==> config.mk <==
export PLATFORM = sky130hd
export DESIGN_NAME = stage_interrupt_controller
export DESIGN_NICKNAME = d
export VERILOG_FILES = /design/src/rtl/stage_interrupt_controller_pkg.sv /design/src/rtl/stage_interrupt_controller_irq_edge_latch.sv /design/src/rtl/stage_interrupt_controller.sv
export SDC_FILE = /design/constraint.sdc
export NUM_CORES = 1
export LEC_CHECK = 0
export ABC_CLOCK_PERIOD_IN_PS = 4600
export BUFFER_PORTS_ARGS = -buffer_cell sky130_fd_sc_hd__buf_2
export CORE_ASPECT_RATIO = 0.8
export CORE_MARGIN = 2
export CORE_UTILIZATION = 58
export CTS_BUF_LIST = sky130_fd_sc_hd__clkbuf_8
export CTS_CLUSTER_DIAMETER = 100
export DETAILED_ROUTE_END_ITERATION = 8
export PLACE_DENSITY = 0.95
export SLEW_MARGIN = 10
export SYNTH_ARGS = -nofsm -noshare
export SYNTH_HDL_FRONTEND = slang
export SYNTH_HIERARCHICAL = 1
export SYNTH_SLANG_ARGS = --single-unit
==> constraint.sdc <==
create_clock -name clk -period 4.6 [get_ports clk]
set_clock_uncertainty 0.05 [all_clocks]
set_input_delay 0.46 -clock clk [delete_from_list [all_inputs] [get_ports clk]]
set_output_delay 0.46 -clock clk [all_outputs]
set_load 0.01 [all_outputs]
==> src/rtl/stage_interrupt_controller_pkg.sv <==
// rtl/stage_interrupt_controller_pkg.sv - state encoding and flag layout shared by the sequencer
package stage_interrupt_controller_pkg;

  typedef enum logic [2:0] {
    ST_IDLE      = 3'd0,
    ST_FETCH     = 3'd1,
    ST_DECODE    = 3'd2,
    ST_EXECUTE   = 3'd3,
    ST_WRITEBACK = 3'd4,
    ST_IRQ_SAVE  = 3'd5
  } state_e;

  localparam int DEF_FLAG_W = 3;

  // Flag bundle is ordered {cout, zero, overflow}
  localparam int FLAG_COUT = 2;
  localparam int FLAG_ZERO = 1;
  localparam int FLAG_OVF  = 0;

  localparam logic [7:0] DEF_ISR_VECTOR = 8'hF0;

endpackage

==> src/rtl/stage_interrupt_controller_irq_edge_latch.sv <==
// rtl/stage_interrupt_controller_irq_edge_latch.sv - rising-edge interrupt capture with clear
module stage_interrupt_controller_irq_edge_latch
  import stage_interrupt_controller_pkg::*;
(
  input  logic clk,
  input  logic reset,
  input  logic irq_in,
  input  logic arm_en,
  input  logic clr,
  input  logic clr_start,
  output logic pending
);

  logic irq_prev_q, irq_prev_d;
  logic pending_q, pending_d;
  logic set_edge;

  // A new edge wins over a same-cycle clear so it is never lost
  always_comb begin
    irq_prev_d = irq_in;
    set_edge   = irq_in & ~irq_prev_q & arm_en;
    pending_d  = pending_q;
    if (clr | clr_start) pending_d = 1'b0;
    if (set_edge)        pending_d = 1'b1;
  end

  always_ff @(posedge clk or posedge reset) begin
    if (reset) begin
      irq_prev_q <= 1'b0;
      pending_q  <= 1'b0;
    end else begin
      irq_prev_q <= irq_prev_d;
      pending_q  <= pending_d;
    end
  end

  assign pending = pending_q;

endmodule

==> src/rtl/stage_interrupt_controller.sv <==
// rtl/stage_interrupt_controller.sv - four-stage instruction sequencer with PC and interrupt entry/return
module stage_interrupt_controller
  import stage_interrupt_controller_pkg::*;
#(
  parameter int              PC_W       = 8,
  parameter logic [PC_W-1:0] ISR_VECTOR = PC_W'(DEF_ISR_VECTOR),
  parameter int              FLAG_W     = DEF_FLAG_W
) (
  input  logic              clk,
  input  logic              reset,
  input  logic              StartEverything,
  input  logic              interrupt,
  input  logic              opIsHalt,
  input  logic              opIsRti,
  input  logic              opBranchTaken,
  input  logic [PC_W-1:0]   branchTarget,
  input  logic [FLAG_W-1:0] flagsIn,
  output logic [PC_W-1:0]   pc,
  output logic              irEn,
  output logic              decEn,
  output logic              accEn,
  output logic              flagsRestore,
  output logic [FLAG_W-1:0] flagsSaved,
  output logic              StageComplete,
  output logic              inIsr,
  output logic              running
);

  state_e            state_q, state_d;
  logic [PC_W-1:0]   pc_q, pc_d;
  logic [PC_W-1:0]   saved_pc_q, saved_pc_d;
  logic [FLAG_W-1:0] flags_saved_q, flags_saved_d;
  logic              in_isr_q, in_isr_d;
  logic [PC_W-1:0]   next_pc;
  logic              irq_pending;
  logic              start_go;
  logic              irq_take;

  always_comb begin
    state_d       = state_q;
    pc_d          = pc_q;
    saved_pc_d    = saved_pc_q;
    flags_saved_d = flags_saved_q;
    in_isr_d      = in_isr_q;
    start_go      = 1'b0;
    irq_take      = 1'b0;
    next_pc       = opIsRti       ? saved_pc_q :
                    opBranchTaken ? branchTarget :
                                    pc_q + PC_W'(1);
    case (state_q)
      ST_IDLE: begin
        if (StartEverything) begin
          state_d  = ST_FETCH;
          pc_d     = '0;
          start_go = 1'b1;
        end
      end
      ST_FETCH:   state_d = ST_DECODE;
      ST_DECODE:  state_d = ST_EXECUTE;
      ST_EXECUTE: state_d = ST_WRITEBACK;
      ST_WRITEBACK: begin
        // A pending request inside the ISR waits until RTI plus one instruction
        if (opIsHalt) begin
          state_d = ST_IDLE;
        end else if (opIsRti) begin
          state_d  = ST_FETCH;
          pc_d     = saved_pc_q;
          in_isr_d = 1'b0;
        end else if (irq_pending && !in_isr_q) begin
          state_d    = ST_IRQ_SAVE;
          saved_pc_d = next_pc;
        end else begin
          state_d = ST_FETCH;
          pc_d    = next_pc;
        end
      end
      ST_IRQ_SAVE: begin
        state_d       = ST_FETCH;
        flags_saved_d = flagsIn;
        pc_d          = ISR_VECTOR;
        in_isr_d      = 1'b1;
        irq_take      = 1'b1;
      end
      default: state_d = ST_IDLE;
    endcase
  end

  always_ff @(posedge clk or posedge reset) begin
    if (reset) begin
      state_q       <= ST_IDLE;
      pc_q          <= '0;
      saved_pc_q    <= '0;
      flags_saved_q <= '0;
      in_isr_q      <= 1'b0;
    end else begin
      state_q       <= state_d;
      pc_q          <= pc_d;
      saved_pc_q    <= saved_pc_d;
      flags_saved_q <= flags_saved_d;
      in_isr_q      <= in_isr_d;
    end
  end

  stage_interrupt_controller_irq_edge_latch u_irq_latch (
    .clk       (clk),
    .reset     (reset),
    .irq_in    (interrupt),
    .arm_en    (state_q != ST_IDLE),
    .clr       (irq_take),
    .clr_start (start_go),
    .pending   (irq_pending)
  );

  assign pc            = pc_q;
  assign irEn          = (state_q == ST_FETCH);
  assign decEn         = (state_q == ST_DECODE);
  assign accEn         = (state_q == ST_EXECUTE) & ~opIsHalt & ~opIsRti;
  assign StageComplete = (state_q == ST_WRITEBACK);
  assign flagsRestore  = (state_q == ST_WRITEBACK) & opIsRti & ~opIsHalt;
  assign flagsSaved    = flags_saved_q;
  assign inIsr         = in_isr_q;
  assign running       = (state_q != ST_IDLE);

endmodule

==> impl_metrics.py <==
metrics = {
    "synth": {
        "synth_area_leader_cell": "dfrtp_1",
        "synth_edf_count": 0,
        "syn_nets": 167,
        "ys_types": 41,
        "async_reset_ff_frac": 1.000,
        "syn-instance-count": 148,
        "yosysWarnings": 6,
        "synthFlopType": "dfrtp_1",
        "syn_avg_cell_area_um2": 9.325,
        "synth_area_mm2": 0.001380,
        "synth-seq-area-share": 0.4533,
        "ys_seq_elements": 25,
        "synth_top_area_share": 0.4533,
        "synth.area.top_cells": "dfrtp_1 (45%), nor2_1 (4.9%), mux2_2 (4.1%)",
    },
    "clock_network": {
        "cts_sinks": 25,
        "cts_tree": "done",
        "post_cts_buffers": 0,
        "cts_buffer_depth": 2,
        "clk-insertion-delay-late_ns": 0.26,
        "root_buffer": "clkbuf_8",
        "cts-resized-gates": 0,
        "cts_made_buffers": 3,
        "cts.clk_slew.worst_paths_ns": 0.08,
        "htreeDepth": 1,
        "hold_buffers": 1,
    },
    "detailed_routing": {
        "first_pass_iters": 4,
        "vias_per_cell": 6.256,
        "drt_wl_total_mm": 3.221,
        "drt_iter0_drc": 32,
        "routedWlPerCell_um": 15.87,
        "vias": 1270,
        "drc": 0,
        "postRouteAntennaNets": 0,
    },
    "timing": {
        "period_needed_ns": 2.294,
        "finalSetupTns_ns": 0,
        "slew-limit-headroom": 0.4350,
        "max_freq_mhz": 436.0,
        "rsz0062_at_grt": "false",
        "final_max_slew_viol_count": 0,
        "hold_viol_final": 0,
        "worstMarginPinSlew_ns": 0.8465,
        "setup_viol": 0,
        "fin_crit_sh": 0.4986,
    },
    "placed_design": {
        "dpl_cell_area_mm2": 0.001531,
        "dp_hpwl_mm": 2.355,
        "finalWeightedCongestion": 0.8078,
        "port_buffers": 35,
    },
    "setup_path": {
        "worstPathArrival_ns": 1.78,
        "worstPathRequired_ns": 4.09,
        "setup.worst_path.end_class": "primary output",
        "r2r_slack_ns": 2.43,
        "crit_type": "register to primary output",
        "crit_path_max_fanout": 12,
        "critPathLaunchType": "register",
    },
    "global_route": {
        "grt_usage": 0.2420,
        "grt_pass1_vias": 1152,
        "grt-ovfl-total": 0,
        "grt_start_max_net_pins": 24,
        "antenna_found_initial": 0,
        "grt_pass1_wl_mm": 4.954,
    },
    "floorplanning": {
        "ios": 36,
        "dieArea_mm2": 0.002788,
        "die-height_um": 47.63,
        "initial_core_util": 0.6285,
        "die_x_um": 58.54,
        "core_mm2": 0.002196,
        "rows": 15,
    },
    "power": {
        "power_density_mw_per_mm2": 500.0,
        "peakVddDrop_v": 0.0004171,
        "power.leakage_nw": 0.8197,
    },
    "layout": {
        "finish.utilization": 0.7231,
        "drive_above_1_share": 0.2697,
        "syn_to_final_growth_pct": 15.05,
        "nNetsFinal": 198,
        "fillers": 173,
        "num_antenna_cells": 0,
        "finish.instance_area_mm2": 0.001588,
    },
    "run_status": {
        "outcome": "finished clean",
    },
    "worst_hold_path": {
        "hold_path.class": "primary input to register",
    },
    "run": {
        "drv_cap": 0,
    },
}
-- worst max-delay path: stages (launching register included) --
cell and delay, ns:
dfrtp_1 0.52, or3b_1 0.52, nor3b_1 0.29, buf_2 0.19
-- cells in the final DEF, fill, tap and decap left out, types with 5 or more instances in the layout --
cell	netlist	final
buf_2	2	35
dfrtp_1	25	25
nor2_1	18	18
nand2_1	11	11
inv_1	10	10
a21oi_1	8	8
o21ai_0	8	8
a22o_1	6	6
mux2_2	5	5
nor2b_1	5	5
-- flip-flops by register name, indices dropped and copies added, names as in the netlist --
name	count
flagsSaved	3
inIsr	1
pc	8
saved_pc_q	8
state_q	3
u_irq_latch/irq_prev_q	1
u_irq_latch/pending	1
-- final timing paths --
path                                             start                     end  cells past startpoint
min in group asynchronous                        reset  u_irq_latch/irq_prev_q                      3
worst min-delay path                         interrupt  u_irq_latch/irq_prev_q                      1
max in group asynchronous                        reset                   pc[6]                      3
worst max-delay path                        state_q[0]            flagsRestore                      3
worst min register to register  u_irq_latch/irq_prev_q     u_irq_latch/pending                      1
worst max register to register              state_q[0]           saved_pc_q[5]                      3
-- metrics by stage --
stage | worst slack, ns | cells | hold slack (ns) | power (mW)
6_report | 2.306 | 203 | 0.2688 | 0.7940
5_1_grt | 2.225 | 203 | 0.2551 | 0.8416
4_1_cts | 2.329 | 203 | 0.2625 | 0.7939
3_5_place_dp | 2.375 | 198 | 0.2766 | 0.6649
3_3_place_gp | 2.427 | 198 | 0.2657 | 0.6431
2_1_floorplan | 2.557 | 148 | 0.1512 | 0.5623
-- kinds of logic (layout without fill, tap and decap cells) --
logic type / after synthesis / count (layout) / share of synthesized area
and+or+nand+nor: 55 / 55 / 0.2040
AOI/OAI and AO/OA: 37 / 37 / 0.1913
DFF: 25 / 25 / 0.4533
buffers and inverters: 20 / 50 / 0.06709
muxes: 8 / 8 / 0.06255
xor gates and xnor gates: 2 / 2 / 0.01269
adders and majority gates: 1 / 1 / 0.009065
-- cell usage after synthesis, types with 2 or more instances --
| cell | count |
|---|---|
| buf_6 | 2 |
| mux2i_1 | 3 |
| nor3b_1 | 3 |
| buf_2 | 2 |
| a21oi_1 | 8 |
| nor2_1 | 18 |
| nor2b_1 | 5 |
| a221o_1 | 3 |
| dfrtp_1 | 25 |
| o21ai_0 | 8 |
| or3_1 | 3 |
| and3_1 | 2 |
| clkbuf_1 | 6 |
| a22o_1 | 6 |
| nor3_1 | 3 |
| nand2_1 | 11 |
| mux2_2 | 5 |
| inv_1 | 10 |
| nand4_1 | 2 |
| o2bb2ai_1 | 2 |
-- where the power goes --
group          switching, mW  internal, mW  total [mW]  leakage [nW]
Sequential            0.0809         0.286       0.367         0.327
Clock                 0.0675        0.0605       0.128        0.0255
Combinational          0.158         0.142       0.299         0.467
Total                  0.306         0.488       0.794         0.820
-- area by class of cell --
type	instances	area (um^2)	area share
inverters	10	37.54	0.02364
clock buffers	3	41.29	0.02600
clock inverters	1	5.005	0.003152
flip-flops and latches	25	625.6	0.3940
repair buffers	36	185.2	0.1166
well taps	25	31.28	0.01970
multi-input cells	103	661.9	0.4169
-- per-layer routing --
| metal | up-vias | wire, um | global-route usage |
|---|---|---|---|
| li1 | 586 | - | - |
| met1 | 628 | 1339 | 0.2798 |
| met2 | 52 | 1667 | 0.4382 |
| met3 | 4 | 187 | 0.06486 |
| met4 | 0 | 27 | 0.1023 |
| met5 | - | 0 | 0 |
(Power assumes the default switching activity.)
